[src/rtl/mem_port_arbiter_pkg.sv]
// rtl/mem_port_arbiter_pkg.sv - shared types for the memory port arbiter
package mem_arb_pkg;

   typedef enum logic [1:0] {
      ST_IDLE = 2'd0,
      ST_REQ  = 2'd1,
      ST_WAIT = 2'd2
   } state_t;

   typedef enum logic {
      OWN_IF = 1'b0,
      OWN_D  = 1'b1
   } owner_t;

endpackage

[src/rtl/mem_port_arbiter_if.sv]
// rtl/mem_port_arbiter_if.sv - single-outstanding memory request/response bus
interface mem_port_arbiter_if #(
   parameter int N  = 32,
   parameter int AW = 32
);
   logic          proc_req;
   logic          we;
   logic [AW-1:0] addr;
   logic [N-1:0]  wdata;
   logic          mem_rdy;
   logic          valid;
   logic [N-1:0]  rdata;

   modport master (
      output proc_req, we, addr, wdata,
      input  mem_rdy, valid, rdata
   );

   modport slave (
      input  proc_req, we, addr, wdata,
      output mem_rdy, valid, rdata
   );
endinterface

[src/rtl/mem_port_arbiter_pick.sv]
// rtl/mem_port_arbiter_pick.sv - winner selection; ARB_RR_EN selects round-robin over fixed D>IF
module arb_pick
   import mem_arb_pkg::*;
(
   input  logic   if_req,
   input  logic   d_req,
`ifdef ARB_RR_EN
   input  owner_t last_grant,
`endif
   output owner_t grant
);

   always_comb begin
      grant = OWN_IF;
`ifdef ARB_RR_EN
      if (if_req && d_req) begin
         grant = (last_grant == OWN_IF) ? OWN_D : OWN_IF;
      end else if (d_req) begin
         grant = OWN_D;
      end
`else
      if (d_req) begin
         grant = OWN_D;
      end else if (if_req) begin
         grant = OWN_IF;
      end
`endif
   end

endmodule

[src/rtl/mem_port_arbiter.sv]
// rtl/mem_port_arbiter.sv - IF/D arbiter and sequencer for the shared memory port
// ARB_RR_EN: define for round-robin arbitration, leave undefined for fixed D-over-IF priority
module mem_port_arbiter
   import mem_arb_pkg::*;
#(
   parameter int N  = 32,
   parameter int AW = 32
) (
   input  logic          clk,
   input  logic          rst,
   input  logic          if_req,
   input  logic [AW-1:0] if_addr,
   output logic          if_valid,
   output logic [N-1:0]  if_rdata,
   output logic          if_stall,
   input  logic          d_req,
   input  logic          d_we,
   input  logic [AW-1:0] d_addr,
   input  logic [N-1:0]  d_wdata,
   output logic          d_valid,
   output logic [N-1:0]  d_rdata,
   output logic          d_stall,
   mem_port_arbiter_if.master mem,
   output logic          busy
);

   state_t        state;
   owner_t        owner;
   owner_t        grant;
   logic          proc_req_q;
   logic          we_q;
   logic [AW-1:0] addr_q;
   logic [N-1:0]  wdata_q;
   logic          resp;

`ifdef ARB_RR_EN
   owner_t        last_grant;
`endif

   arb_pick u_pick (
      .if_req     (if_req),
      .d_req      (d_req),
`ifdef ARB_RR_EN
      .last_grant (last_grant),
`endif
      .grant      (grant)
   );

   always_ff @(posedge clk) begin
      if (!rst) begin
         state      <= ST_IDLE;
         owner      <= OWN_IF;
         proc_req_q <= 1'b0;
         we_q       <= 1'b0;
         addr_q     <= '0;
         wdata_q    <= '0;
`ifdef ARB_RR_EN
         last_grant <= OWN_IF;
`endif
      end else begin
         case (state)
            ST_IDLE: begin
               if (if_req || d_req) begin
                  state      <= ST_REQ;
                  owner      <= grant;
                  proc_req_q <= 1'b1;
`ifdef ARB_RR_EN
                  last_grant <= grant;
`endif
                  // Fetches never write, so their write fields are forced to zero.
                  if (grant == OWN_D) begin
                     addr_q  <= d_addr;
                     we_q    <= d_we;
                     wdata_q <= d_wdata;
                  end else begin
                     addr_q  <= if_addr;
                     we_q    <= 1'b0;
                     wdata_q <= '0;
                  end
               end
            end
            ST_REQ: begin
               if (mem.mem_rdy) begin
                  state      <= ST_WAIT;
                  proc_req_q <= 1'b0;
               end
            end
            ST_WAIT: begin
               if (mem.valid) begin
                  state <= ST_IDLE;
               end
            end
            default: begin
               state      <= ST_IDLE;
               proc_req_q <= 1'b0;
            end
         endcase
      end
   end

   assign mem.proc_req = proc_req_q;
   assign mem.we       = we_q;
   assign mem.addr     = addr_q;
   assign mem.wdata    = wdata_q;

   // A response only counts in WAIT; strobes in IDLE/REQ are stale or illegal.
   assign resp     = (state == ST_WAIT) && mem.valid;
   assign if_valid = resp && (owner == OWN_IF);
   assign d_valid  = resp && (owner == OWN_D);
   assign if_rdata = if_valid ? mem.rdata : '0;
   assign d_rdata  = d_valid ? mem.rdata : '0;
   assign if_stall = if_req && !if_valid;
   assign d_stall  = d_req && !d_valid;
   assign busy     = (state != ST_IDLE);

endmodule

[src/flat_wrapper.sv]
// flat-port wrapper written by rule: the top's interface ports become plain ports
module mem_port_arbiter_flat import mem_arb_pkg::*;
#(
   parameter int N  = 32,
   parameter int AW = 32
)
  (clk, rst, if_req, if_addr, if_valid, if_rdata, if_stall, d_req, d_we, d_addr, d_wdata, d_valid, d_rdata, d_stall, busy, mem_proc_req, mem_we, mem_addr, mem_wdata, mem_mem_rdy, mem_valid, mem_rdata);
  mem_port_arbiter_if #(.N(N), .AW(AW)) mem_i ();
  input  logic clk;
  input  logic rst;
  input  logic if_req;
  input  logic [AW-1:0] if_addr;
  output logic if_valid;
  output logic [N-1:0] if_rdata;
  output logic if_stall;
  input  logic d_req;
  input  logic d_we;
  input  logic [AW-1:0] d_addr;
  input  logic [N-1:0] d_wdata;
  output logic d_valid;
  output logic [N-1:0] d_rdata;
  output logic d_stall;
  output logic busy;
  output wire logic [$bits(mem_i.proc_req)-1:0] mem_proc_req;
  output wire logic [$bits(mem_i.we)-1:0] mem_we;
  output wire logic [$bits(mem_i.addr)-1:0] mem_addr;
  output wire logic [$bits(mem_i.wdata)-1:0] mem_wdata;
  input wire logic [$bits(mem_i.mem_rdy)-1:0] mem_mem_rdy;
  input wire logic [$bits(mem_i.valid)-1:0] mem_valid;
  input wire logic [$bits(mem_i.rdata)-1:0] mem_rdata;
  assign mem_proc_req = mem_i.proc_req;
  assign mem_we = mem_i.we;
  assign mem_addr = mem_i.addr;
  assign mem_wdata = mem_i.wdata;
  assign mem_i.mem_rdy = mem_mem_rdy;
  assign mem_i.valid = mem_valid;
  assign mem_i.rdata = mem_rdata;
  mem_port_arbiter #(.N(N), .AW(AW)) u_core (.clk(clk), .rst(rst), .if_req(if_req), .if_addr(if_addr), .if_valid(if_valid), .if_rdata(if_rdata), .if_stall(if_stall), .d_req(d_req), .d_we(d_we), .d_addr(d_addr), .d_wdata(d_wdata), .d_valid(d_valid), .d_rdata(d_rdata), .d_stall(d_stall), .mem(mem_i), .busy(busy));
endmodule
[config.mk]
export PLATFORM = sky130hd
export DESIGN_NAME = mem_port_arbiter_flat
export DESIGN_NICKNAME = d
export VERILOG_FILES = /design/src/rtl/mem_port_arbiter_pkg.sv /design/src/rtl/mem_port_arbiter_if.sv /design/src/rtl/mem_port_arbiter_pick.sv /design/src/rtl/mem_port_arbiter.sv /design/src/flat_wrapper.sv
export SDC_FILE = /design/constraint.sdc
export NUM_CORES = 1
export LEC_CHECK = 0
export CAP_MARGIN = 20
export CORE_UTILIZATION = 34
export DETAILED_ROUTE_END_ITERATION = 7
export PLACE_DENSITY_LB_ADDON = 0.2
export SYNTH_ARGS = -nofsm -noshare
export SYNTH_HDL_FRONTEND = slang
export SYNTH_SLANG_ARGS = --single-unit
[constraint.sdc]
create_clock -name clk -period 1.7 [get_ports clk]
set_clock_uncertainty 0.05 [all_clocks]
set_input_delay 0.255 -clock clk [delete_from_list [all_inputs] [get_ports clk]]
set_output_delay 0.255 -clock clk [all_outputs]
set_load 0.005 [all_outputs]
* Word level (Yosys, flattened, before mapping)
Cells that the tools add are included.
** Operators by class
- Add/subtract/negate cells :: 0
- Multipliers :: 0
- Divide/modulo/power cells :: 0
- Magnitude comparators :: 0
- Equality and inequality tests :: 5
- Shifts and indexed selects :: 0
- Mux-type cells :: 13
- Bitwise gates (word level) :: 2
- Reduce and logical (&&, ||, !) cells :: 13
** Operators with widths (count)
- two-way mux 32 bit :: 4
- two-way mux 2 bit :: 3
- one-hot mux 2 bit (3 select lines) :: 1
- AND reduction 3 bit :: 2
- logical AND 1 bit :: 5
- two-way mux 1 bit :: 4
- != test 2 bit (second input constant) :: 2
- one-hot mux 1 bit (3 select lines) :: 1
- == test 2 x 1 -> 1 bit (second input constant) :: 1
- == test 2 bit (second input constant) :: 1
- logical NOT 1 bit :: 2
- logical NOT 2 bit :: 1
- != test 2 x 1 -> 1 bit (second input constant) :: 1
- NOT 1 bit :: 2
- AND reduction 2 bit :: 1
- nonzero test 2 bit :: 1
- logical OR 1 bit :: 1
** Word-level totals
- Bits in registers :: 69
- Latch bits :: 0
- RAM bits :: 0
- ROM bits :: 0
- Input port bits :: 135
- Memories :: 0

* Logic depth before layout (Yosys ltp)
Gate-level depths: netlist of the first run.
- Word-level depth :: 5
- Depth in mapped cells :: 6
- Gate-level depth less buffers :: 4

* Modules after synthesis
Synthesis of the first run repeated with hierarchy kept, for this count alone.
** Unflattened totals
- Cell total of the unflattened synthesis :: 397
- Area total of the unflattened synthesis :: 3570.9 um^2
** By module, submodules not included
- mem_port_arbiter :: times used 1, cells each 396, area an instance 3563.4 um^2, sequential area each 1381.3 um^2
- arb_pick :: times used 1, cells each 1, area an instance 7.5 um^2, sequential area each 0.0 um^2

* Worst setup path before layout of the first run
Ideal clock, no wire load.
- Kind :: reg2out
- Start :: register u_core.state[0]
- End :: output port if_rdata[12]
- Arrival time :: 1132 ps
- Slack :: 263 ps
- Cell stages (with the launch flop) :: 5
- Path buffers :: 1
- Path through :: dfxtp_1 -> nand2b_4 -> nor3b_4 -> buf_6 -> and2_1
** Between the ends
- Longest elaborated chain between the ends :: 4
** RTL lines
- from (decl) :: line mem_port_arbiter.sv:27 : state_t state;
- from (signal assigned) :: line mem_port_arbiter.sv:51 : state <= ST_IDLE;
- from (signal assigned) :: line mem_port_arbiter.sv:64 : state <= ST_REQ;
- from (signal assigned) :: line mem_port_arbiter.sv:84 : state <= ST_WAIT;
- == test 2 bit :: line mem_port_arbiter.sv:107 : assign resp = (state == ST_WAIT) && mem.valid;
- logical AND 1 bit :: line mem_port_arbiter.sv:107
- logical AND 1 bit :: line mem_port_arbiter.sv:108 : assign if_valid = resp && (owner == OWN_IF);
- net if_valid :: line flat_wrapper.sv:13 : output logic if_valid;
- two-way mux 32 bit :: line mem_port_arbiter.sv:110 : assign if_rdata = if_valid ? mem.rdata : '0;
- to (decl) :: line flat_wrapper.sv:14 : output logic [N-1:0] if_rdata;
The timed path passes the listed nets, and every way through them passes these cells.

* Worst setup path after layout of the first run
- Start :: register u_core.state[0]
- End :: output port d_rdata[25]
** Between the ends
- Longest elaborated chain between the ends :: 4
** RTL lines
- == test 2 bit :: line mem_port_arbiter.sv:107
- logical AND 1 bit :: line mem_port_arbiter.sv:107
- logical AND 1 bit :: line mem_port_arbiter.sv:109 : assign d_valid = resp && (owner == OWN_D);
- two-way mux 32 bit :: line mem_port_arbiter.sv:111 : assign d_rdata = d_valid ? mem.rdata : '0;
- to (decl) :: line flat_wrapper.sv:21 : output logic [N-1:0] d_rdata;
No other way between the ends.

==> impl_metrics.py, run 1 <==
metrics = {
    "outcome": {
        "status": "finished, violations left",
        "violations": "negative setup slack",
    },
    "grt": {
        "grt_pass1_wl_um": 20800,
        "grtUsageTotal_pct": 24.1,
        "antenna_found_initial": 0,
        "grt_remaining_overflow": 0,
        "grt_max_degree": 35,
        "grt_pass1_vias": 3947,
    },
    "setup_path": {
        "crit_path_start_kind": "register",
        "r2r_cells": 6,
        "path_class": "register to output port",
        "r2r_slack_ps": 150,
        "slowest_stage": "dfxtp_2",
        "slowest_delay_ps": 330,
        "cpLargestDelayFamily": "buffers and inverters",
        "critPathRequiredTime_ps": 1390,
        "crit_arrival_ps": 1650,
        "crit_chain": "buf_6 -> and4b_2 -> buf_6 -> buf_16 -> buf_6 -> and2_4 -> buf_6",
        "r2r-start": "u_core.state[1]$_SDFFE_PN0P_",
        "worstPathMaxFanout": 8,
        "r2r-end": "u_core.mem.addr[22]$_SDFFE_PN0P_",
        "worst-path-buf-inv": 5,
        "cp-end-kind": "output port",
        "crit_top_cell": "buf_6",
    },
    "finish": {
        "final_util_pct": 70.3,
        "layout.cells.non_filler": 801,
        "nets": 798,
        "design_area_mm2": 0.00700,
        "syn_to_final_growth_pct": 96.6,
        "diodes": 0,
        "drive_above_1_share_pct": 27.8,
    },
    "clock_tree": {
        "cts_root_buffer": "clkbuf_8",
        "htreeDepth": 3,
        "cts_hold_buf": 0,
        "cts_sinks": 69,
        "path_clk_slew_ps": 80,
        "ctsLongestPathBuffers": 2,
        "clk_latency_ps": 330,
        "numCtsBuffers": 9,
        "cts_tree": "built",
    },
    "sta": {
        "finalHoldViolCount": 0,
        "tightest_slew_ps": 481,
        "final-setup-viol-count": 68,
        "period_share_pct": 115,
        "slew_viol_final": 0,
        "timing.fmax_mhz": 513,
        "rsz0062_at_grt": "true",
        "setup_slack_ps": -250,
        "period_minus_slack_ps": 1950,
        "max_slew_margin_pct": 67.9,
    },
    "floorplan": {
        "start_util_pct": 35.7,
        "die_w_um": 104,
        "num_rows": 36,
        "die_y_um": 104,
        "core_mm2": 0.00995,
        "pin_count": 270,
        "die_area_mm2": 0.0109,
    },
    "route": {
        "vias": 3930,
        "firstDrtPassIters": 4,
        "wl_um": 13600,
        "drc_errors": 0,
        "via_per_inst": 4.91,
        "wire_per_inst_um": 16.9,
        "drt_iter0_markers": 148,
        "ant_nets": 0,
    },
    "yosys": {
        "synth_area_leader_cell": "dfxtp_1",
        "synth_cells": 387,
        "synth_nets": 522,
        "yosys.area.top_type_share_pct": 38.8,
        "yosysSeqAreaShare_pct": 38.8,
        "ys_types": 27,
        "syn-cell-area_mm2": 0.00356,
        "ys_ff_latch": 69,
        "yosys_warnings": 0,
        "synth_area_leaders": "dfxtp_1 39%, and2_1 11%, mux2i_1 9.0%",
        "syn-mean-instance-area_um2": 9.19,
    },
    "pwr": {
        "intPower_w": 0.00325,
        "finalPower_w": 0.00447,
        "p_switching_w": 0.00122,
        "pwr-share-clk_pct": 30.0,
        "seqPwrFrac_pct": 41.3,
        "ir_drop_mv": 0.479,
        "switching_share_pct": 27.3,
        "p_leak_nw": 3.18,
        "power_frac_comb_pct": 28.7,
        "power_density_mw_per_mm2": 638,
    },
    "placed_design": {
        "dp_cells": 767,
        "place_hpwl_um": 9220,
        "placed_cell_area_mm2": 0.00637,
        "place.gp.congestion": 0.838,
        "portBuffers": 269,
    },
    "flow_run": {
        "cap_violations": 0,
    },
    "min_path": {
        "min_path_cells": 2,
        "hold_class": "primary input to register",
        "holdPathEnd": "u_core.state[0]$_SDFFE_PN0P_",
        "holdCritStartpoint": "rst",
    },
}
-- power by group through the flow --
| stage | registers [W] | logic [W] | clock network [W] |
|---|---|---|---|
| after floorplan | 0.00189 | 0.000468 | 0 |
| after global routing | 0.00186 | 0.00138 | 0.00145 |
| after detailed placement | 0.00188 | 0.00125 | 0 |
| after CTS | 0.00184 | 0.00128 | 0.00138 |
| after global placement | 0.00187 | 0.00123 | 0 |
| final | 0.00185 | 0.00128 | 0.00134 |
-- flip-flops by register name, summed over array words and instances, names as in the netlist --
signal / cells
u_core.mem.we: 1
u_core.mem.wdata: 32
u_core.state: 2
u_core.mem.proc_req: 1
u_core.mem.addr: 32
u_core.owner: 1
-- worst register-to-register path: stages, from the launching register on --
cell     delay [ps]
dfxtp_4         360
buf_4           130
buf_4           150
nor2_4          120
buf_4           330
nand3_1         150
o211a_1         150
-- worst max path at each step --
stage	start	to	slack (ps)	depth (start not counted)
after floorplan	u_core.state[0]$_SDFFE_PN0P_	if_rdata[12]	260	4
final	u_core.state[0]$_SDFFE_PN0P_	d_rdata[25]	-250	7
after global placement	mem_valid	if_rdata[14]	-420	5
after detailed placement	mem_valid	if_rdata[11]	-440	5
after CTS	u_core.state[0]$_SDFFE_PN0P_	if_rdata[7]	-280	8
after global routing	u_core.state[0]$_SDFFE_PN0P_	d_rdata[24]	-310	6
-- per-stage QoR --
step / worst slack (ps) / TNS [ps] / hold slack (ps)
after global routing: -309 / -15350 / 311
final: -250 / -10640 / 299
after global placement: -418 / -26190 / 408
after detailed placement: -440 / -27390 / 414
after floorplan: 263 / 0 / 340
after CTS: -283 / -13110 / 281
-- synthesized netlist by cell type --
library cell,number
mux2i_1,32
a21boi_1,30
nor2b_1,2
nor2_8,2
buf_2,9
clkbuf_1,10
nor3b_4,2
dfxtp_1,69
or2_1,1
a22oi_1,1
buf_6,7
nor3b_1,1
o22ai_1,1
and2_1,65
and2b_1,1
and4b_1,1
nand2_1,35
a21boi_0,4
o211a_1,32
nand3_1,32
nor2_4,1
inv_4,1
o21a_1,1
nand2b_4,1
buf_4,7
clkbuf_2,4
o21ai_0,35
-- cell type report --
class,count,area (µm²)
clock buffers,9,124
clock inverters,7,73.8
fillers,740,2960
inverters,1,6.26
multi-input cells,280,2080
flip-flops and latches,69,1390
well taps,133,166
repair buffers,302,3160
-- per-layer routing --
layer / routed length [µm] / track usage, % / up-vias / share of wire, %
met3: 887 / 6.20 / 31 / 6.5
met1: 4920 / 24.2 / 1809 / 36
met5: 0 / 0 / - / 0
met2: 7260 / 46.1 / 187 / 53
met4: 506 / 10.6 / 0 / 3.7
li1: - / - / 1903 / -
-- cells in the final DEF (no fill, tap or decap), types with 2 or more instances in the layout --
cell type,instances
buf_16,2
nand3_1,32
buf_2,13
o21ai_0,35
buf_4,11
a21boi_0,4
dfxtp_1,66
buf_12,9
and2_4,55
o211a_1,32
nor2b_1,2
dfxtp_4,2
inv_6,2
clkdlybuf4s50_1,197
nor2_8,2
nand2_1,35
mux2i_1,32
and2_1,10
clkbuf_8,9
a21boi_1,30
nor3b_4,2
clkinv_2,2
buf_6,63
buf_8,3
-- cell families (layout without fill, tap and decap cells) --
kind of cell / count (synthesis) / after routing / share of synthesized area [%]
and+or+nand+nor: 144 / 144 / 23.7
AOI/OAI and AO/OA: 104 / 104 / 21.7
DFF: 69 / 69 / 38.8
buffers and inverters: 38 / 319 / 6.75
muxes: 32 / 32 / 9.00
-- what timing repair did --
action,CTS,global route
buffers inserted,12,5
endpoints found under the setup margin,69,68
gates resized for setup,345,62
cloned,6,1
pin swaps,47,3
No activity file was read; power rests on OpenSTA's default activity.
==> inputs of run 2 (changes only) <==
CTS_CLUSTER_DIAMETER = 50   (was not set)
==> results of run 2 <==
The final DEF is identical to that of run 1; final timing and power are the same.
==> inputs of run 3 (changes only) <==
PLACE_DENSITY = 0.87   (was not set)
PLACE_DENSITY_LB_ADDON = not set   (was 0.2)
==> impl_metrics.py, run 3 (same netlist as run 1, synthesis figures left out) <==
metrics = {
    "outcome": {
        "violations": "negative setup slack",
        "status": "finished, violations left",
    },
    "setup_path": {
        "critPathRequiredTime_ps": 1390,
        "slowest_delay_ps": 330,
        "path_class": "register to output port",
        "crit_path_start_kind": "register",
        "worst-path-buf-inv": 4,
        "r2r-end": "u_core.mem.addr[8]$_SDFFE_PN0P_",
        "slowest_stage": "dfxtp_2",
        "cpLargestDelayFamily": "simple AND/OR/NAND/NOR gates",
        "r2r-start": "u_core.state[1]$_SDFFE_PN0P_",
        "crit_chain": "nand2b_4 -> nor3b_4 -> buf_6 -> buf_6 -> buf_6 -> and2b_1 -> buf_2",
        "path_depth": 7,
        "worstPathMaxFanout": 5,
        "crit_path_start": "u_core.state[0]$_SDFFE_PN0P_",
        "r2r_cells": 5,
        "crit_arrival_ps": 1740,
        "cp-end-kind": "output port",
        "cp-endpoint": "if_stall",
        "crit_top_cell": "buf_6",
        "r2r_slack_ps": 260,
    },
    "clock_tree": {
        "path_clk_slew_ps": 80,
        "ctsLongestPathBuffers": 2,
        "numCtsBuffers": 9,
        "clk_latency_ps": 330,
        "cts_root_buffer": "clkbuf_8",
        "cts_hold_buf": 0,
        "cts_tree": "built",
        "cts_sinks": 69,
        "htreeDepth": 3,
    },
    "sta": {
        "timing.fmax_mhz": 488,
        "max_slew_margin_pct": 68.0,
        "setup_slack_ps": -349,
        "period_share_pct": 121,
        "final-setup-viol-count": 67,
        "rsz0062_at_grt": "true",
        "finalHoldViolCount": 0,
        "slew_viol_final": 0,
        "tightest_slew_ps": 481,
        "period_minus_slack_ps": 2050,
        "tns_ps": -12960,
    },
    "floorplan": {
        "core_mm2": 0.00995,
        "num_rows": 36,
        "die_area_mm2": 0.0109,
        "die_y_um": 104,
        "die_w_um": 104,
        "pin_count": 270,
        "start_util_pct": 35.7,
    },
    "finish": {
        "nets": 812,
        "diodes": 0,
        "drive_above_1_share_pct": 30.1,
        "layout_commonest_cell": "clkdlybuf4s50_1",
        "final_cell_mix": "197 x clkdlybuf4s50_1, 79 x buf_6, 66 x dfxtp_1",
        "syn_to_final_growth_pct": 103,
        "fillCellCount": 693,
    },
    "min_path": {
        "hold_class": "primary input to register",
    },
    "route": {
        "via_per_inst": 5.10,
        "vias": 4156,
        "firstDrtPassIters": 4,
        "wire_per_inst_um": 18.5,
        "drt_iter0_markers": 186,
        "wl_um": 15100,
        "drc_errors": 0,
        "ant_nets": 0,
    },
    "grt": {
        "grtUsageTotal_pct": 25.0,
        "grt_pass1_wl_um": 21600,
        "antenna_found_initial": 0,
        "grt_max_degree": 70,
        "grt_remaining_overflow": 0,
        "grt_pass1_vias": 4097,
    },
    "pwr": {
        "ir_drop_mv": 0.567,
        "p_leak_nw": 3.29,
        "power_density_mw_per_mm2": 651,
        "finalPower_w": 0.00471,
    },
    "flow_run": {
        "cap_violations": 0,
    },
    "placed_design": {
        "place_hpwl_um": 9420,
        "portBuffers": 269,
        "place.gp.congestion": 0.824,
    },
}
==> run 3: where the power goes <==
part	internal (W)	total (W)	switching (W)
sequential	0.00177	0.00185	0.0000815
combinational	0.000807	0.00131	0.000504
clock	0.000852	0.00155	0.000694
==> run 3: what timing repair did <==
item	4_1_cts	5_1_grt
gates cloned	7	0
setup endpoints to repair	69	68
gates resized for setup	372	51
pin swaps	45	5
buffers inserted	20	5
==> run 3: how the worst min path moves through the flow <==
| stage | start | end | cells past startpoint | slack [ps] |
|---|---|---|---|---|
| 6_report | d_req | u_core.mem.addr[19]$_SDFFE_PN0P_ | 4 | 350 |
| 5_1_grt | rst | u_core.mem.addr[10]$_SDFFE_PN0P_ | 3 | 350 |
| 4_1_cts | rst | u_core.state[0]$_SDFFE_PN0P_ | 3 | 340 |
| 3_5_place_dp | u_core.mem.wdata[11]$_SDFFE_PN0P_ | u_core.mem.wdata[11]$_SDFFE_PN0P_ | 2 | 410 |
| 3_3_place_gp | u_core.mem.wdata[9]$_SDFFE_PN0P_ | u_core.mem.wdata[9]$_SDFFE_PN0P_ | 2 | 410 |
| 2_1_floorplan | d_wdata[0] | u_core.mem.wdata[0]$_SDFFE_PN0P_ | 2 | 340 |
==> run 3: area by class of cell <==
type / count / area, µm² / area share (%)
sequential: 69 / 1390 / 19.2
clock inverter: 7 / 105 / 1.45
inverter: 1 / 6.26 / 0.0865
multi-input combinational: 280 / 2090 / 28.9
clock buffer: 9 / 124 / 1.71
timing repair buffer: 316 / 3350 / 46.4
tap: 133 / 166 / 2.30
==> run 3: routing by layer <==
layer | part of all wire (%) | global-route usage, %
met3 | 8.1 | 8.33
met2 | 52 | 43.9
met1 | 38 | 28.6
met4 | 2.2 | 7.65
met5 | 0 | 0
==> run 3: per-stage QoR <==
stage	hold slack (ps)	area [µm²]	util, %	setup WS, ps	std cells
floorplan	340	3560	-	263	387
global placement	408	6380	64.1	-450	769
detailed placement	415	6380	64.1	-505	769
CTS	338	7030	70.6	-294	812
global route	355	7230	72.6	-407	815
finish	352	7230	72.6	-349	815
==> run 3: worst min-delay path, stage by stage <==
cell and delay, ps:
buf_2 150, mux2i_1 90, nand3_1 70, o211a_1 140
